**src/rtl/fetch_queue_pkg.sv**
```systemverilog
// Shared core definitions for the fetch-to-decode instruction queue.
// Holds the default datapath width, the fetch entry layout and the past-end marker.
package fetch_queue_pkg;

    localparam int XLEN = 32;

    typedef struct packed {
        logic [XLEN-1:0] pc;
        logic [XLEN-1:0] instr;
    } fetch_entry_t;

    // Fetch emits an all-zero word once it runs past the end of the ROM.
    localparam logic [XLEN-1:0] NOP_PAST_END = 32'b0;

endpackage

```
**src/rtl/fetch_queue_mem.sv**
```systemverilog
// Entry storage for fetch_queue: one synchronous write port and one
// asynchronous read port. Contents are never reset.
module fetch_queue_mem #(
    parameter int DEPTH = 4,
    parameter int W     = 64
) (
    input  logic                     clk,
    input  logic                     we,
    input  logic [$clog2(DEPTH)-1:0] waddr,
    input  logic [W-1:0]             wdata,
    input  logic [$clog2(DEPTH)-1:0] raddr,
    output logic [W-1:0]             rdata
);

    logic [W-1:0] mem [DEPTH];

    always_ff @(posedge clk) begin
        if (we) begin
            mem[waddr] <= wdata;
        end
    end

    assign rdata = mem[raddr];

endmodule

```
**src/rtl/fetch_queue.sv**
```systemverilog
// Circular instruction queue between fetch and decode with flush on redirect
// and end-of-program drain detection.
module fetch_queue #(
    parameter int DEPTH = 4,
    parameter int XLEN  = 32
) (
    input  logic                       clk,
    input  logic                       reset,
    input  logic                       flush,
    input  logic                       in_valid,
    output logic                       in_ready,
    input  logic [XLEN-1:0]            in_pc,
    input  logic [XLEN-1:0]            in_instr,
    input  logic                       in_last,
    output logic                       out_valid,
    input  logic                       out_ready,
    output logic [XLEN-1:0]            out_pc,
    output logic [XLEN-1:0]            out_instr,
    output logic [$clog2(DEPTH):0]     count,
    output logic                       drained
);

    import fetch_queue_pkg::*;

    localparam int PTR_W = $clog2(DEPTH);
    localparam int CNT_W = PTR_W + 1;

    logic [PTR_W-1:0]  wr_ptr;
    logic [PTR_W-1:0]  rd_ptr;
    logic              end_seen;
    logic              full;
    logic              empty;
    logic              push;
    logic              write_en;
    logic              pop;
    logic [2*XLEN-1:0] rd_data;

    assign full  = (count == CNT_W'(DEPTH));
    assign empty = (count == '0);

    assign in_ready  = !full;
    assign out_valid = !empty;

    assign push = in_valid && in_ready && !flush;
    // The past-end word is accepted so fetch can move on, but never stored.
    assign write_en = push && (in_instr != XLEN'(NOP_PAST_END));
    assign pop      = out_valid && out_ready && !flush;

    always_ff @(posedge clk or posedge reset) begin
        if (reset) begin
            wr_ptr   <= '0;
            rd_ptr   <= '0;
            count    <= '0;
            end_seen <= 1'b0;
        end else if (flush) begin
            wr_ptr   <= '0;
            rd_ptr   <= '0;
            count    <= '0;
            end_seen <= 1'b0;
        end else begin
            if (write_en) begin
                wr_ptr <= wr_ptr + PTR_W'(1);
            end
            if (pop) begin
                rd_ptr <= rd_ptr + PTR_W'(1);
            end
            case ({write_en, pop})
                2'b10:   count <= count + CNT_W'(1);
                2'b01:   count <= count - CNT_W'(1);
                default: count <= count;
            endcase
            if (in_last) begin
                end_seen <= 1'b1;
            end
        end
    end

    fetch_queue_mem #(
        .DEPTH (DEPTH),
        .W     (2 * XLEN)
    ) u_mem (
        .clk   (clk),
        .we    (write_en),
        .waddr (wr_ptr),
        .wdata ({in_pc, in_instr}),
        .raddr (rd_ptr),
        .rdata (rd_data)
    );

    // Storage is not cleared, so stale head data is masked whenever empty.
    assign out_pc    = empty ? '0 : rd_data[2*XLEN-1:XLEN];
    assign out_instr = empty ? '0 : rd_data[XLEN-1:0];

    assign drained = end_seen && empty;

endmodule

```
**config.mk**
```make
export PLATFORM = sky130hd
export DESIGN_NAME = fetch_queue
export DESIGN_NICKNAME = d
export VERILOG_FILES = /design/src/rtl/fetch_queue_pkg.sv /design/src/rtl/fetch_queue_mem.sv /design/src/rtl/fetch_queue.sv
export SDC_FILE = /design/constraint.sdc
export NUM_CORES = 1
export LEC_CHECK = 0
export ABC_AREA = 1
export CAP_MARGIN = 20
export CELL_PAD_IN_SITES_DETAIL_PLACEMENT = 1
export CELL_PAD_IN_SITES_GLOBAL_PLACEMENT = 1
export CORE_MARGIN = 2
export CORE_UTILIZATION = 39
export CTS_CLUSTER_SIZE = 24
export DETAILED_ROUTE_END_ITERATION = 16
export PLACE_DENSITY_LB_ADDON = 0.1
export RECOVER_POWER = 50
export SLEW_MARGIN = 10
export SYNTH_ARGS = -nofsm -noshare
export SYNTH_HDL_FRONTEND = slang
export SYNTH_HIERARCHICAL = 1
export SYNTH_SLANG_ARGS = --single-unit
```
**constraint.sdc**
```tcl
create_clock -name clk -period 5.95 [get_ports clk]
set_input_delay 1.4875 -clock clk [delete_from_list [all_inputs] [get_ports clk]]
set_output_delay 1.4875 -clock clk [all_outputs]
set_load 0.02 [all_outputs]
```
==> impl_results.html <==
<table>
<tr><th>Metric</th><th>Value</th></tr>
<tr><th colspan="2">Floorplanning</th></tr>
<tr><td>Rows</td><td>64</td></tr>
<tr><td>Effective utilization at floorplan</td><td>39.42%</td></tr>
<tr><td>Vert. Die Dim</td><td>179.6 um</td></tr>
<tr><td>Core Region</td><td>30,510 um2</td></tr>
<tr><td>DIE AREA</td><td>32,260 um2</td></tr>
<tr><td>Count of pins on the block boundary</td><td>140</td></tr>
<tr><td>Horizontal extent of the die</td><td>179.6 um</td></tr>
<tr><th colspan="2">Yosys</th></tr>
<tr><td>Cell area after synthesis</td><td>12,030 um2</td></tr>
<tr><td>Unique masters post-synth</td><td>26</td></tr>
<tr><td>Synthesis-stage register bit count</td><td>264</td></tr>
<tr><td>Syn. warnings</td><td>6</td></tr>
<tr><td>Number of nets produced by synthesis</td><td>1,346</td></tr>
<tr><td>Mapped Cells</td><td>1,275</td></tr>
<tr><td>Average cell area after synthesis</td><td>9.433 um2</td></tr>
<tr><td>Sequential-to-total area share from yosys stat</td><td>65.58%</td></tr>
<tr><th colspan="2">Final layout</th></tr>
<tr><td>Area Growth Syn to Fin</td><td>22.73%</td></tr>
<tr><td>Number of fill cells in the layout</td><td>3,451</td></tr>
<tr><td># nets final</td><td>1,487</td></tr>
<tr><td>Final core utilization</td><td>48.38%</td></tr>
<tr><td>Non-filler cells in the finished layout</td><td>1,835</td></tr>
<tr><td># diodes</td><td>0</td></tr>
<tr><td>Final design instance area without fill</td><td>14,760 um2</td></tr>
<tr><td>Fraction of final layout cells sized beyond drive strength 1</td><td>4.864%</td></tr>
<tr><th colspan="2">Routing</th></tr>
<tr><td>Pre-antenna DRT Iters</td><td>5</td></tr>
<tr><td>Number of DRC markers after the initial detailed-route iteration</td><td>433</td></tr>
<tr><td>Number of vias per cell after detailed routing</td><td>4.619</td></tr>
<tr><td>DRC violations left</td><td>0</td></tr>
<tr><td>Post-DR wirelength/cell</td><td>15.83 um</td></tr>
<tr><td>Drt total wl</td><td>29,050 um</td></tr>
<tr><td>Detailed-route via count</td><td>8,475</td></tr>
<tr><td>ANT nets after route</td><td>0</td></tr>
<tr><th colspan="2">Global routing</th></tr>
<tr><td>Vias in the first global route</td><td>8,947</td></tr>
<tr><td>Layer carrying the most global-route usage</td><td>met2</td></tr>
<tr><td>GRT Overall Usage</td><td>18.10%</td></tr>
<tr><td>First-pass GRT wire length</td><td>46,570 um</td></tr>
<tr><td>Met1 track utilization from global routing</td><td>22.50%</td></tr>
<tr><td>GR Overflow Total</td><td>0</td></tr>
<tr><td>Met3 track utilization from global routing</td><td>2.877%</td></tr>
<tr><td>Met2 global-route usage</td><td>32.55%</td></tr>
<tr><td>Number of antenna violations at the first check in global routing</td><td>1</td></tr>
<tr><td>Pin count of the biggest net entering global routing</td><td>87</td></tr>
<tr><th colspan="2">Worst setup path</th></tr>
<tr><td>Critical path required time</td><td>4.46 ns</td></tr>
<tr><td>Cell mode on critical path</td><td>sky130_fd_sc_hd__nand2_1</td></tr>
<tr><td>Count of buffer and inverter cells on the critical path</td><td>4</td></tr>
<tr><td>Ordered cell list for the critical path</td><td>inv_4 &gt; buf_4 &gt; nand2_1 &gt; nand3_1 &gt; nand2_1 &gt; inv_1 &gt; nor2_1 &gt; clkdlybuf4s50_1</td></tr>
<tr><td>Longest individual stage delay on the worst path</td><td>0.68 ns</td></tr>
<tr><td>Kind of end point of the critical path</td><td>output pin</td></tr>
<tr><td>Worst reg2reg setup slack</td><td>3.06 ns</td></tr>
<tr><td>Startpoint type of the worst setup path</td><td>flop</td></tr>
<tr><td>Worst path arrival time</td><td>3.41 ns</td></tr>
<tr><td>Critical-path cell with the highest stage delay</td><td>sky130_fd_sc_hd__dfrtp_4</td></tr>
<tr><td>Family with the most delay on the worst path</td><td>buffers and inverters</td></tr>
<tr><td>Worst setup path class</td><td>reg -&gt; out</td></tr>
<tr><td>Capture point of the worst reg-to-reg path</td><td>u_mem/mem[3][57]$_DFFE_PP_</td></tr>
<tr><td>Start of the worst register-to-register path</td><td>count[2]$_DFFE_PP0P_</td></tr>
<tr><td>Maximum fanout encountered on the critical timing path</td><td>75</td></tr>
<tr><td>Stages on the worst setup path</td><td>8</td></tr>
<tr><td>Crit path to</td><td>out_instr[22]</td></tr>
<tr><td>Setup crit start</td><td>rd_ptr[0]$_DFFE_PP0P_</td></tr>
<tr><td>FF-to-FF path depth</td><td>8</td></tr>
<tr><th colspan="2">Clock network</th></tr>
<tr><td>Clock buffer count from CTS</td><td>30</td></tr>
<tr><td>Clock tree from TritonCTS</td><td>done</td></tr>
<tr><td>Clock root buffer</td><td>sky130_fd_sc_hd__clkbuf_16</td></tr>
<tr><td>Clock sink total</td><td>264</td></tr>
<tr><td>Maximum root-to-sink buffer count</td><td>3</td></tr>
<tr><td>Number of H-tree levels</td><td>1</td></tr>
<tr><td>Number of post-CTS setup repair buffers</td><td>0</td></tr>
<tr><td>Cells resized by post-CTS repair</td><td>0</td></tr>
<tr><td>Clock latency reported for the late side of the worst-skew pair</td><td>0.54 ns</td></tr>
<tr><td>Clock transition at the registers of the reported paths</td><td>0.06 ns</td></tr>
<tr><td>Number of buffers inserted by hold repair at cts</td><td>0</td></tr>
<tr><th colspan="2">Placed design</th></tr>
<tr><td>Number of I/O port buffers</td><td>139</td></tr>
<tr><td>Placed Instance Area</td><td>13,810 um2</td></tr>
<tr><td>Routability-driven placement congestion ratio</td><td>0.7123</td></tr>
<tr><td>Post-DP HPWL</td><td>17,530 um</td></tr>
<tr><td>Worst-case setup slack after placement</td><td>1.600 ns</td></tr>
<tr><td>Count of placed standard cells including taps</td><td>1,779</td></tr>
<tr><th colspan="2">STA</th></tr>
<tr><td>Count of final hold-check violations</td><td>0</td></tr>
<tr><td>Worst slew slack as a fraction of its limit</td><td>20.59%</td></tr>
<tr><td>Setup skew after layout</td><td>0.009132 ns</td></tr>
<tr><td>Min Tclk post-route</td><td>4.896 ns</td></tr>
<tr><td>Setup slack of the critical path after layout</td><td>1.054 ns</td></tr>
<tr><td>Slew Limit Fails</td><td>0</td></tr>
<tr><td>Maximum frequency from static timing analysis</td><td>0.2043 GHz</td></tr>
<tr><td>Worst slack on hold paths</td><td>0.5068 ns</td></tr>
<tr><td>Setup repair after global routing missed its margin</td><td>false</td></tr>
<tr><td>Share of the clock period used by the worst path</td><td>82.28%</td></tr>
<tr><td>Least-Margin Pin Slew</td><td>1.191 ns</td></tr>
<tr><td>Setup violators final</td><td>0</td></tr>
<tr><th colspan="2">Run</th></tr>
<tr><td>Max-cap violations</td><td>0</td></tr>
<tr><th colspan="2">Worst hold path</th></tr>
<tr><td>Worst hold path type</td><td>reg -&gt; reg</td></tr>
<tr><th colspan="2">Power and ir drop</th></tr>
<tr><td>Static Leak</td><td>0.006779 uW</td></tr>
<tr><td>Power density over the cells</td><td>306.8 nW/um2</td></tr>
<tr><td>Peak ir drop on the vdd network</td><td>201.6 uV</td></tr>
<tr><th colspan="2">Outcome</th></tr>
<tr><td>Result of the run</td><td>finished clean</td></tr>
</table>
placed cells by master, fill, tap and decap left out, drive strengths merged, types with 3 or more instances in the layout:
cell type / synthesis / layout
nor3: 5 / 5
inv: 350 / 351
o21ai: 5 / 5
buf: 38 / 14
nand2: 353 / 353
dlygate4sd3: 0 / 70
edfxtp: 256 / 256
and2: 3 / 3
clkinv: 0 / 13
dfrtp: 8 / 8
nand4: 4 / 4
clkbuf: 9 / 42
nand3: 130 / 130
clkdlybuf4s50: 0 / 69
nor2: 108 / 108
registers in the layout, indices dropped and copies added (netlist names):
name       count
count          3
end_seen       1
rd_ptr         2
u_mem/mem    256
wr_ptr         2
worst min-delay path by stage:
stage                         startpoint                    to  depth (start not counted)  slack, ns
finish              end_seen$_DFFE_PP0P_  end_seen$_DFFE_PP0P_                          2       0.51
global route        end_seen$_DFFE_PP0P_  end_seen$_DFFE_PP0P_                          2       0.57
floorplan           end_seen$_DFFE_PP0P_  end_seen$_DFFE_PP0P_                          2       0.46
global placement    end_seen$_DFFE_PP0P_  end_seen$_DFFE_PP0P_                          2       0.49
detailed placement  end_seen$_DFFE_PP0P_  end_seen$_DFFE_PP0P_                          2       0.49
CTS                 end_seen$_DFFE_PP0P_  end_seen$_DFFE_PP0P_                          2       0.51
cell usage after synthesis:
| cell | number | share of area, % |
|---|---|---|
| sky130_fd_sc_hd__nand2_4 | 1 | 0.094 |
| sky130_fd_sc_hd__a21oi_1 | 1 | 0.042 |
| sky130_fd_sc_hd__buf_4 | 14 | 0.87 |
| sky130_fd_sc_hd__dfrtp_1 | 8 | 1.7 |
| sky130_fd_sc_hd__nand2_1 | 351 | 11 |
| sky130_fd_sc_hd__inv_1 | 345 | 11 |
| sky130_fd_sc_hd__xnor2_1 | 1 | 0.073 |
| sky130_fd_sc_hd__o21ai_0 | 4 | 0.17 |
| sky130_fd_sc_hd__nand3_1 | 129 | 5.4 |
| sky130_fd_sc_hd__buf_1 | 3 | 0.094 |
| sky130_fd_sc_hd__nor3_1 | 5 | 0.21 |
| sky130_fd_sc_hd__edfxtp_1 | 256 | 64 |
| sky130_fd_sc_hd__nor2_2 | 1 | 0.052 |
| sky130_fd_sc_hd__inv_2 | 5 | 0.16 |
| sky130_fd_sc_hd__xor2_1 | 1 | 0.073 |
| sky130_fd_sc_hd__nand4_1 | 4 | 0.21 |
| sky130_fd_sc_hd__buf_2 | 21 | 0.87 |
| sky130_fd_sc_hd__nand3_2 | 1 | 0.083 |
| sky130_fd_sc_hd__o21ai_4 | 1 | 0.14 |
| sky130_fd_sc_hd__and2_1 | 3 | 0.16 |
| sky130_fd_sc_hd__nand2_2 | 1 | 0.052 |
| sky130_fd_sc_hd__a21oi_4 | 1 | 0.14 |
| sky130_fd_sc_hd__nor3b_1 | 1 | 0.062 |
| sky130_fd_sc_hd__fa_1 | 1 | 0.17 |
| sky130_fd_sc_hd__nor2_1 | 107 | 3.3 |
| sky130_fd_sc_hd__clkbuf_1 | 9 | 0.28 |
kinds of logic after synthesis:
kind of cell,Yosys count,synth area share (%)
flip-flops,264,65.58
buffers and inverters,397,13.05
AO/OA/AOI/OAI,7,0.4786
AND/OR/NAND/NOR,604,20.58
adder cells (fa/ha/maj),1,0.1665
XOR/XNOR,2,0.1457
area by class of cell:
| class | instances | area, um2 | share of cell area (%) |
|---|---|---|---|
| clock buffer | 39 | 855.8 | 5.798 |
| clock inverter | 16 | 125.1 | 0.8477 |
| inverter | 350 | 1316 | 8.918 |
| multi-input combinational | 614 | 2555 | 17.31 |
| sequential | 264 | 7893 | 53.47 |
| tap | 396 | 495.5 | 3.357 |
| timing repair buffer | 156 | 1520 | 10.30 |
report_power, final:
part           total (uW)  switching, uW  internal, uW
combinational         608            384           224
clock                1800            713          1090
sequential           2120           24.7          2090
metrics by stage:
step	setup TNS (ns)	power (uW)
floorplan	-248.49	2502
global placement	0	2770
detailed placement	0	2783
CTS	0	4597
global route	0	4722
finish	0	4528
per-layer routing:
metal | up-vias | wire [um]
met2 | 163 | 14380
li1 | 4152 | -
met4 | 2 | 696
met1 | 4108 | 12800
met5 | - | 12
met3 | 50 | 1155
worst register-to-register path: cells and delay by family (launching register included):
family	cells	cell delay, ns
DFF	1	0.43
buffers and inverters	4	1.21
AOI/OAI and AO/OA	1	0.35
and+or+nand+nor	3	0.50
(Power assumes the default switching activity.)
==> variant 1, RTL diff (same flow settings) <==
`XLEN` is set to 32 in 2 places; all go to 24.
--- a/src/rtl/fetch_queue_pkg.sv
+++ b/src/rtl/fetch_queue_pkg.sv
@@ -2,7 +2,7 @@
 // Holds the default datapath width, the fetch entry layout and the past-end marker.
 package fetch_queue_pkg;
 
-    localparam int XLEN = 32;
+    localparam int XLEN = 24;
 
     typedef struct packed {
         logic [XLEN-1:0] pc;
--- a/src/rtl/fetch_queue.sv
+++ b/src/rtl/fetch_queue.sv
@@ -2,7 +2,7 @@
 // and end-of-program drain detection.
 module fetch_queue #(
     parameter int DEPTH = 4,
-    parameter int XLEN  = 32
+    parameter int XLEN  = 24
 ) (
     input  logic                       clk,
     input  logic                       reset,
Ports: changed (resized in_instr, in_pc, out_instr and out_pc); port bits go from 140 to 108. No check against the original RTL was run, so the function may have changed too.
==> variant 1 against the original RTL <==
  * The flow now finishes with violations (capacitance limit, slew limit)
  * First-iteration DRC count fell by 37%
  * Total power fell by 28%
  * Setup slack improved by 530 ps
  * Final area fell by 26%
  * Wire length fell by 28%
  * Sequential cell count fell by 64
  * Combinational power fell by 24%
  * Synthesized area fell by 25%
==> variant 1: results (changes against the original RTL) <==
Status
The run finished, with violations left. The checks that failed: capacitance limit, slew limit.

Route
The detailed-router iteration count before antenna repair is 4 (-1).

Pwr
The static leakage was 5.01 nW (-26%). The maximum VDD drop is 0.208 mV (+3.0%).

CTS
The number of levels the H-tree was split into came to 4 (+3). The worst-case clock buffer depth is 2 (-1). The clock transition at the registers of the reported paths came to 80 ps (+20 ps).

Layout
The total number of nets in the final design is 1102 (-26%). The proportion of layout cells with a drive suffix above 1 is 0.0519 (+0.00324).

Placement
The pre-CTS setup slack came to 1450 ps (-155 ps). The instance area at placement is 10400 µm² (-25%). The number of buffers inserted by port buffering is 107 (-23%). The HPWL after detailed placement came to 12.7 mm (-28%). The final weighted congestion of routability-driven global placement is 0.713 (+0.15%).

Global route
The number of antenna violations at the first check in global routing came to 2 (+1). The pin count of the biggest net entering global routing came to 97 (+11%). The first-pass GRT wire length is 34.1 mm (-27%).

Synth
By area the synthesized netlist is led by edfxtp_1 (64%), nand2_1 (11%), inv_1 (10%), nand3_1 (5.4%), nor2_1 (2.9%). The net count after synthesis came to 1000 (-26%). The average instance area after synthesis is 9.57 µm² (+1.5%). The share of synthesized registers carrying an async set or reset is 0.0400 (+0.00970). The number of enable flip-flop cells after synthesis is 192 (-25%). Ranked by instance count, the synthesized netlist is headed by nand2_1 (261), inv_1 (252), edfxtp_1 (192).

STA
The count of pins over their slew limit is 23 (+23). The normalized max-slew margin came to -0.0269 (-0.233). The largest clock skew in the final design was 13.0 ps (+3.82 ps).

Job
The total of max-cap violations is 1 (+1).
[variant 1: logic make-up after synthesis]
group | share of synthesized area
AND/OR/NAND/NOR | 0.204
XOR/XNOR | 0.00194
AO/OA/AOI/OAI | 0.00207
flip-flops | 0.659
adder cells (fa/ha/maj) | 0.00221
buffers and inverters | 0.131
[variant 1: critical path, stage by stage, from the launching register on]
cell and delay, ps:
dfrtp_4 480, clkinv_2 40, buf_4 760, nand2_1 150
nand3_1 140, nand2_1 70, inv_1 70, nor2_1 50
clkdlybuf4s50_1 580
[variant 1: path summary, 6_finish.rpt]
check                           cells after the start  slack, ps               end       from
worst max-delay path                                8       1590         out_pc[2]  rd_ptr[0]
worst min-delay path                                2        510          end_seen   end_seen
worst max register to register                      7       3090  u_mem/mem[3][26]   count[0]
worst min register to register                      2        510          end_seen   end_seen
max in group asynchronous                           2       4200         rd_ptr[0]      reset
min in group asynchronous                           2       1450          end_seen      reset
[variant 1: final cells by class]
| type | count | area (µm²) |
|---|---|---|
| timing repair buffer | 119 | 1170 |
| fill | 2583 | 11700 |
| tap | 285 | 357 |
| inverter | 258 | 970 |
| antenna | 2 | 5.00 |
| multi-input combinational | 451 | 1900 |
| clock buffer | 18 | 429 |
| clock inverter | 14 | 195 |
| sequential | 200 | 5970 |
[variant 1: where the power goes]
group          total, mW  leakage, nW  internal [mW]  switching [mW]
sequential          1.60         1.85           1.58          0.0129
clock               1.21        0.289          0.707           0.506
combinational      0.464         2.88          0.171           0.293
total               3.27         5.01           2.46           0.812
[variant 1: per-stage QoR]
stage / utilization / power (mW) / hold slack [ps]
after global placement: 0.457 / 2.10 / 499
after detailed placement: 0.458 / 2.11 / 499
after global routing: 0.484 / 3.42 / 555
after CTS: 0.485 / 3.32 / 517
after floorplan: - / 1.90 / 456
final: 0.484 / 3.27 / 507
[variant 1: per-layer routing]
layer,part of all wire,routed length (µm),track usage
met1,0.46,9530,0.237
met2,0.50,10500,0.321
met3,0.034,704,0.0288
met4,0.0067,139,0.0446
met5,0,0,0
==> variant 2, RTL diff (same settings) <==
Made on the original files. Make the reset (`reset`) synchronous in one clocked block. Comments in the files are not updated.
--- a/src/rtl/fetch_queue.sv
+++ b/src/rtl/fetch_queue.sv
@@ -46,7 +46,7 @@
     assign write_en = push && (in_instr != XLEN'(NOP_PAST_END));
     assign pop      = out_valid && out_ready && !flush;
 
-    always_ff @(posedge clk or posedge reset) begin
+    always_ff @(posedge clk) begin
         if (reset) begin
             wr_ptr   <= '0;
             rd_ptr   <= '0;
Formal check against the unedited RTL: differs if reset is asserted again (counterexample within 4 cycles, from zero or initial values and one cycle with reset high); with reset held inactive, the same outputs for 4 cycles.
==> variant 2 against the original RTL <==
  * The run now ends with capacitance limit, slew limit left
  * Synthesized cell count is 1.0% lower
  * Count of clock-buffer cells in the layout is 6 lower
  * Sequential cell count stayed put
  * Setup slack better by 85 ps
  * Via count is 2.8% lower
  * Final area hardly changed
  * Synthesized area is 0.27% lower
  * Sequential share of layout area is 0.30 points lower
  * First-iteration DRC count is 5.3% higher
  * Register-to-register slack better by 60 ps
  * Wire length is 3.7% lower
Power is not compared: it rests on default switching activity, and its combinational part moved more than twofold at a synthesized area within 25%.
==> variant 2: results (changes against the original RTL) <==
Worst setup path
The endpoint of the worst register-to-register path is count[2]. The worst reg2reg path depth is 11 (+3). The setup slack of the most critical reg-to-reg path is 3120 ps (+60 ps). The critical path capture point is out_instr[10].

Global route
The first-pass GRT wire length was 43.9 mm (-5.8%). The number of antenna violations at the first check in global routing was 3 (+2). The via count of the first global-routing pass was 8494 (-5.1%).

The global-route met3 utilization is 0.0308 (+0.00203). The global-route met2 utilization is 0.317 (-0.00895).

CTS
The number of buffers added by the clock tree synthesis step is 29 (-3.3%).

Route
The DRC marker count from the first detailed-route iteration is 456 (+5.3%). The total wirelength of the detailed-routed design is 28.0 mm (-3.7%). The routed length on met3 came to 1.35 mm (+17%). The wire length per cell is 15.4 µm (-2.8%). The total via count in the routed design is 8241 (-2.8%).

The top routing layer in use is met4. The total length of routed met2 wires is 13.9 mm (-3.1%).

Placement
The HPWL after detailed placement came to 16.0 mm (-8.4%). The placed instance count is 1762 (-0.96%). The pre-CTS setup slack is 1630 ps (+32.4 ps). The instance area at placement is 13700 µm² (-0.44%).

Layout
The fill cell instance count of the final layout is 3461 (+0.29%). The proportion of layout cells with a drive suffix above 1 is 0.0529 (+0.00421).

Synth
The share of the yosys chip area belonging to registers came to 0.654 (-0.00156). In the post-synthesis netlist, the biggest area contributors are edfxtp_1 (64%), inv_1 (11%), nand2_1 (11%), nand3_1 (5.6%), nor2_1 (2.6%). Ranked by instance count, the synthesized netlist is headed by inv_1 (351), nand2_1 (343), edfxtp_1 (256). The average instance area after synthesis is 9.50 µm² (+0.76%). The number of distinct library cell variants in the gate-level netlist after synthesis is 24 (-7.7%).

STA
The clock period minus worst slack is 4810 ps (-85.5 ps). The count of pins over their slew limit is 23 (+23). The largest clock skew in the final design came to 8.41 ps (-0.718 ps). The worst hold slack is 472 ps (-35.1 ps).

Status
The flow ran to the end, but the final reports show violations. The checks that failed: capacitance limit, slew limit.

Job
The total of max-cap violations is 1 (+1).

Die
The initial standard-cell utilization of the core was 0.394 (about the same).
[variant 2: how the worst min path moves through the flow]
stage / endpoint / depth (start not counted) / startpoint
floorplan: end_seen / 1 / end_seen
global placement: end_seen / 1 / end_seen
detailed placement: end_seen / 1 / end_seen
CTS: end_seen / 1 / end_seen
global route: end_seen / 1 / end_seen
finish: end_seen / 1 / end_seen
[variant 2: kinds of logic (layout without fill, tap and decap cells)]
kind of cell | after synthesis | after routing | share of synthesized area
simple gates | 580 | 580 | 0.200
buf+inv | 402 | 559 | 0.137
flops | 264 | 264 | 0.654
compound gates | 14 | 14 | 0.00605
fa+ha+maj | 2 | 2 | 0.00271
other cells | 0 | 3 | 0
[variant 2: layout make-up]
cell class	count	area, µm²	area share
sequential	264	7860	0.532
multi-input combinational	596	2510	0.170
timing repair buffer	152	1530	0.104
inverter	354	1330	0.0902
clock buffer	33	741	0.0501
tap	396	495	0.0335
clock inverter	20	303	0.0205
antenna	3	7.51	0.000508
